===== src/rtl/ysyx_23060240_mc_pkg.sv =====
// Shared types and constants for the multi-cycle execution controller.
package ysyx_23060240_mc_pkg;

   typedef enum logic [2:0] {
      FETCH,
      IWAIT,
      EXEC,
      MREQ,
      MWAIT,
      WB,
      ERROR
   } mc_state_e;

   localparam logic [31:0] RESET_PC_DEFAULT = 32'h8000_0000;
   localparam logic [1:0]  INST_ALIGN_MASK  = 2'b11;

endpackage


===== src/rtl/ysyx_23060240_bus_timer.sv =====
// Per-transaction cycle counter; expired fires on the last allowed cycle of a transaction.
module ysyx_23060240_bus_timer #(
   parameter int TIMEOUT = 1024
) (
   input  logic clk,
   input  logic rst,
   input  logic clr,
   input  logic en,
   output logic expired
);

   generate
      if (TIMEOUT == 0) begin : g_off
         assign expired = 1'b0;
      end else begin : g_on
         localparam int W = $clog2(TIMEOUT + 1);
         logic [W-1:0] cnt;

         always_ff @(posedge clk) begin
            if (rst || clr)
               cnt <= '0;
            else if (en)
               cnt <= cnt + W'(1);
         end

         // cnt holds the number of cycles already spent, so this is the TIMEOUT-th cycle
         assign expired = en && (cnt == W'(TIMEOUT - 1));
      end
   endgenerate

endmodule


===== src/rtl/ysyx_23060240_mc_ctrl.sv =====
// Multi-cycle sequencer: owns pc/inst, runs fetch and load/store handshakes,
// and opens a single writeback cycle per retired instruction.
module ysyx_23060240_mc_ctrl
   import ysyx_23060240_mc_pkg::*;
#(
   parameter int              XLEN     = 32,
   parameter logic [XLEN-1:0] RESET_PC = XLEN'(RESET_PC_DEFAULT),
   parameter int              TIMEOUT  = 1024
) (
   input  logic              clk,
   input  logic              rst,
   output logic              imem_req_valid,
   input  logic              imem_req_ready,
   output logic [XLEN-1:0]   imem_addr,
   input  logic              imem_rsp_valid,
   input  logic [31:0]       imem_rsp_data,
   output logic              dmem_req_valid,
   input  logic              dmem_req_ready,
   output logic              dmem_we,
   output logic [XLEN-1:0]   dmem_addr,
   output logic [XLEN-1:0]   dmem_wdata,
   output logic [XLEN/8-1:0] dmem_wmask,
   input  logic              dmem_rsp_valid,
   input  logic [XLEN-1:0]   dmem_rsp_rdata,
   output logic [31:0]       inst,
   output logic [XLEN-1:0]   pc,
   input  logic              dp_mem_rd,
   input  logic              dp_mem_wr,
   input  logic [XLEN-1:0]   dp_mem_addr,
   input  logic [XLEN-1:0]   dp_mem_wdata,
   input  logic [XLEN/8-1:0] dp_mem_wmask,
   input  logic              dp_jump_en,
   input  logic [XLEN-1:0]   dp_jump_pc,
   input  logic              dp_rf_wen,
   input  logic              dp_csr_wen,
   output logic [XLEN-1:0]   load_data,
   output logic              rf_wen,
   output logic              csr_wen,
   output logic              commit,
   output logic [XLEN-1:0]   commit_pc,
   output logic              err
);

   mc_state_e       state, state_nxt;
   logic [XLEN-1:0] pc_q, load_data_q, commit_pc_q;
   logic [31:0]     inst_q;
   logic            tmr_clr, tmr_en, tmr_expired;
   logic            jump_bad, wb_ok, run;

   assign run      = !rst;
   assign jump_bad = dp_jump_en && ((dp_jump_pc[1:0] & INST_ALIGN_MASK) != 2'b00);

   assign tmr_en  = (state == FETCH) || (state == IWAIT) || (state == MREQ) || (state == MWAIT);
   assign tmr_clr = (state == EXEC) || (state == WB);

   ysyx_23060240_bus_timer #(.TIMEOUT(TIMEOUT)) u_timer (
      .clk     (clk),
      .rst     (rst),
      .clr     (tmr_clr),
      .en      (tmr_en),
      .expired (tmr_expired)
   );

   always_ff @(posedge clk) begin
      if (rst)
         state <= FETCH;
      else
         state <= state_nxt;
   end

   // A response arriving on the expiry cycle still wins over the timeout.
   always_comb begin
      state_nxt = state;
      unique case (state)
         FETCH:   if (tmr_expired) state_nxt = ERROR;
                  else if (imem_req_ready) state_nxt = IWAIT;
         IWAIT:   if (imem_rsp_valid) state_nxt = EXEC;
                  else if (tmr_expired) state_nxt = ERROR;
         EXEC:    if (dp_mem_rd && dp_mem_wr) state_nxt = ERROR;
                  else if (dp_mem_rd || dp_mem_wr) state_nxt = MREQ;
                  else state_nxt = WB;
         MREQ:    if (tmr_expired) state_nxt = ERROR;
                  else if (dmem_req_ready) state_nxt = MWAIT;
         MWAIT:   if (dmem_rsp_valid) state_nxt = WB;
                  else if (tmr_expired) state_nxt = ERROR;
         WB:      state_nxt = jump_bad ? ERROR : FETCH;
         ERROR:   state_nxt = ERROR;
         default: state_nxt = ERROR;
      endcase
   end

   always_ff @(posedge clk) begin
      if (rst) begin
         pc_q        <= RESET_PC;
         inst_q      <= '0;
         load_data_q <= '0;
         commit_pc_q <= '0;
      end else begin
         if (state == IWAIT && imem_rsp_valid) begin
            inst_q      <= imem_rsp_data;
            commit_pc_q <= pc_q;
         end
         if (state == MWAIT && dmem_rsp_valid && !dp_mem_wr)
            load_data_q <= dmem_rsp_rdata;
         if (state == WB && !jump_bad)
            pc_q <= dp_jump_en ? dp_jump_pc : pc_q + XLEN'(4);
      end
   end

   // Outputs are masked while rst is held so the first fetch appears only after release.
   assign wb_ok          = run && (state == WB) && !jump_bad;
   assign imem_req_valid = run && (state == FETCH);
   assign imem_addr      = pc_q;
   assign dmem_req_valid = run && (state == MREQ);
   assign dmem_we        = dp_mem_wr;
   assign dmem_addr      = dp_mem_addr;
   assign dmem_wdata     = dp_mem_wdata;
   assign dmem_wmask     = dp_mem_wmask;
   assign rf_wen         = wb_ok && dp_rf_wen;
   assign csr_wen        = wb_ok && dp_csr_wen;
   assign commit         = wb_ok;
   assign commit_pc      = commit_pc_q;
   assign err            = (state == ERROR);
   assign inst           = inst_q;
   assign pc             = pc_q;
   assign load_data      = load_data_q;

endmodule

===== config.mk =====
export PLATFORM = sky130hd
export DESIGN_NAME = ysyx_23060240_mc_ctrl
export DESIGN_NICKNAME = d
export VERILOG_FILES = /design/src/rtl/ysyx_23060240_mc_pkg.sv /design/src/rtl/ysyx_23060240_bus_timer.sv /design/src/rtl/ysyx_23060240_mc_ctrl.sv
export SDC_FILE = /design/constraint.sdc
export NUM_CORES = 1
export LEC_CHECK = 0
export ABC_AREA = 1
export CAP_MARGIN = 20
export CORE_AREA = 5 5 155 157
export CTS_CLUSTER_DIAMETER = 150
export DETAILED_ROUTE_END_ITERATION = 10
export DIE_AREA = 0 0 160 162
export PLACE_DENSITY = 0.7
export SETUP_SLACK_MARGIN = 0.4
export SLEW_MARGIN = 10
export SYNTH_ARGS = -nofsm -noshare
export SYNTH_HDL_FRONTEND = slang
export SYNTH_SLANG_ARGS = --single-unit

===== constraint.sdc =====
create_clock -name clk -period 1.65 [get_ports clk]
set_input_delay 0.2475 -clock clk [delete_from_list [all_inputs] [get_ports clk]]
set_output_delay 0.2475 -clock clk [all_outputs]
set_load 0.01 [all_outputs]

==> flow_metrics.py <==
metrics = {
    "logic_synthesis": {
        "ys_types": 42,
        "netlist_instances": 1026,
        "yosysWarnings": 0,
        "synth_nets": 1205,
        "netlist_area_um2": 7240,
        "yosysSeqAreaShare": 0.393,
        "syn_area_per_cell_um2": 7.05,
        "synth_seq_cells": 142,
    },
    "timing": {
        "final.period_utilization": 0.993,
        "final_max_slew_viol_count": 0,
        "tns_ns": 0,
        "final-hold-violation-count": 0,
        "finalWorstPathRequiredPeriod_ns": 1.64,
        "worst_slew_margin_rel": 0.683,
        "tightest_slew_ns": 0.474,
        "setup_viol": 0,
        "fin_worst_skew_ns": 0.0122,
        "rsz0062_at_grt": "true",
        "fmax_mhz": 610,
        "finalWorstSetupSlack_ns": 0.0114,
    },
    "cts": {
        "clk_pin_slew_worst_paths_ns": 0.07,
        "cts_buffer_depth": 2,
        "cts_num_sinks": 142,
        "cts_tree": "built",
        "insertion_delay_ns": 0.42,
        "cts_root_buf": "clkbuf_16",
        "numCtsBuffers": 17,
        "cts.htree.levels": 4,
    },
    "placement": {
        "io_buffers": 273,
        "dpl.hpwl_um": 18800,
        "dp_slack_ns": -0.521,
        "gp_congestion": 0.919,
    },
    "critical_path": {
        "cp-start-kind": "register",
        "crit_path_end_kind": "register",
        "arrival_ns": 1.96,
        "r2r-end": "imem_addr[11]",
        "reg2regPathDepth": 11,
        "cp.required_ns": 1.97,
        "rrSetupSlack_ns": 0.01,
        "critical_path.reg2reg.startpoint": "state[1]",
        "critPathMaxFanout": 5,
        "worst-setup-path-type": "reg2reg",
    },
    "global_route": {
        "antenna_found_initial": 0,
        "grt_max_degree": 36,
        "grt_busiest_layer": "met2",
        "gr-total-overflow": 0,
        "grt_pass1_vias": 7402,
        "grtUsageMet1": 0.250,
        "grt_pass1_wl_um": 41700,
        "use_met2": 0.347,
        "met3_usage": 0.0507,
        "grt_usage": 0.203,
    },
    "routing": {
        "routed_wl_um": 33500,
        "num_vias": 8540,
        "drt-vias-per-instance": 5.09,
        "drt_iter0_drc": 756,
        "drt_first_pass_iters": 5,
        "post_drt_wl_per_cell_um": 19.9,
        "drc": 0,
        "antenna_left": 0,
    },
    "pwr": {
        "power.density_nw_per_um2": 1060,
        "leakage_nw": 5.56,
        "vdd_drop_max_mv": 0.656,
    },
    "die": {
        "die_area_um2": 25900,
        "fp.dieW_um": 160,
        "io_pins": 410,
        "die_h_um": 162,
        "initial_utilization": 0.324,
        "core.rowCount": 55,
        "core-area_um2": 22400,
    },
    "run_status": {
        "status": "finished clean",
    },
    "cells_and_area": {
        "diodes": 0,
        "drive_gt1_frac": 0.527,
        "synthToLayoutAreaGrowth_pct": 84.2,
        "final_nets": 1561,
    },
    "job": {
        "drv_cap": 0,
    },
    "hold_path": {
        "holdPathStages": 5,
        "hold_end": "imem_addr[18]",
        "hold_class": "in2reg",
        "min_from": "rst",
    },
}
==> worst max-delay path by stage <==
stage,from,to,slack [ns],cells past startpoint
global placement,dp_jump_en,imem_addr[31],-0.48,9
floorplan,imem_addr[3],imem_addr[22],0.29,10
finish,state[1],imem_addr[11],0.01,11
global route,state[1],csr_wen,-0.07,8
detailed placement,dp_jump_en,imem_addr[31],-0.52,9
CTS,state[1],csr_wen,0.01,8
==> cell families after synthesis <==
| kind of cell | synth area share |
|---|---|
| compound gates | 0.152 |
| flops | 0.393 |
| buf+inv | 0.179 |
| simple gates | 0.258 |
| xor+xnor | 0.0109 |
| fa+ha+maj | 0.00692 |
==> state kept, by name, indices dropped and copies added, names as in the netlist <==
register          count
state                 3
load_data            32
commit_pc            32
imem_addr            32
u_timer.g_on.cnt     11
inst                 32
==> critical path, stage by stage (launching register included) <==
cell     delay (ns)
dfxtp_2        0.32
inv_2          0.05
nand2_2        0.06
nor2_4         0.11
nand2_4        0.06
buf_4          0.14
buf_12         0.14
buf_12         0.13
buf_16         0.14
nor2_4         0.08
nand2_2        0.07
a21oi_2        0.23
==> final cells by class <==
type                       instances  area (um^2)
sequential                       142         2990
clock inverter                    12          186
clock buffer                      18          439
timing repair buffer             481         4780
fill                            1801         9030
inverter                          86          360
tap                              285          357
multi-input combinational        654         4220
==> per-stage QoR <==
step	area (um^2)	power, mW	utilization	cells	hold WS [ns]
4_1_cts	11600	12.6	0.517	1597	0.365
5_1_grt	13300	14.8	0.596	1678	0.358
3_3_place_gp	10000	8.06	0.449	1502	0.430
2_1_floorplan	7340	6.35	-	1026	0.381
6_report	13300	14.2	0.596	1678	0.343
3_5_place_dp	10000	8.13	0.449	1502	0.433
==> synthesized netlist by cell type <==
cell type / instances / share of area
nand4_4: 1 / 0.0029
inv_2: 7 / 0.0036
nor2_4: 6 / 0.0093
a211oi_1: 1 / 0.0010
nand4_2: 1 / 0.0017
o41ai_1: 1 / 0.0012
o21bai_1: 2 / 0.0021
nor3b_1: 1 / 0.0010
xnor2_1: 1 / 0.0012
a221oi_1: 1 / 0.0012
nand2_2: 10 / 0.0086
inv_1: 77 / 0.040
o221ai_1: 2 / 0.0024
nand4_1: 7 / 0.0061
o21ai_1: 5 / 0.0035
and3_1: 1 / 0.00087
or2_2: 1 / 0.00087
inv_6: 1 / 0.0012
a21oi_1: 75 / 0.052
nor2_2: 11 / 0.0095
xor2_1: 8 / 0.0097
buf_6: 3 / 0.0047
ha_1: 4 / 0.0069
buf_4: 106 / 0.11
buf_1: 2 / 0.0010
nand2_4: 2 / 0.0031
nand3b_1: 8 / 0.0083
o211ai_1: 2 / 0.0021
nand3_2: 2 / 0.0028
a22oi_1: 6 / 0.0062
buf_2: 7 / 0.0048
dfxtp_1: 142 / 0.39
nand2_1: 147 / 0.076
nor3_2: 1 / 0.0014
clkbuf_1: 26 / 0.013
clkinv_1: 1 / 0.00052
a31oi_1: 2 / 0.0017
nand3_1: 28 / 0.019
nor3_1: 2 / 0.0014
nor2_1: 202 / 0.10
o31ai_1: 1 / 0.0010
o21ai_0: 112 / 0.077
==> power by group <==
part           switching, mW  internal, mW
combinational           2.78          2.79
clock                   1.61          2.57
sequential             0.407          3.99
total                   4.80          9.36
==> routing by layer <==
| metal | up-vias | part of all wire |
|---|---|---|
| li1 | 3909 | - |
| met1 | 4039 | 0.40 |
| met2 | 463 | 0.48 |
| met3 | 129 | 0.070 |
| met4 | 0 | 0.045 |
| met5 | - | 0 |
==> what timing repair did <==
action / 4_1_cts / 5_1_grt
hold buffers: 0 / 0
buffers inserted: 58 / 65
gates resized for setup: 734 / 461
endpoints found under the setup margin: 309 / 254
endpoints found under the hold margin: 0 / 0
pin swaps: 29 / 69
cloned: 7 / 16
==> layout by cell type (no fill, tap or decap), types with 13 or more instances in the layout <==
cell             instances
nand3_1                 19
clkbuf_2                13
buf_12                  29
buf_6                   94
inv_1                   66
o21ai_0                 48
dfxtp_2                 41
nor2_2                  47
o21ai_2                 35
nand2_1                117
o21ai_1                 28
clkdlybuf4s50_1        102
a21oi_2                 21
nor2_4                  65
clkbuf_16               30
dfxtp_4                 25
clkdlybuf4s15_2         16
nand2_2                 28
buf_4                  104
a21oi_1                 53
nor2_1                 107
buf_2                   94
dfxtp_1                 76
No activity file was read; power rests on OpenSTA's default activity.
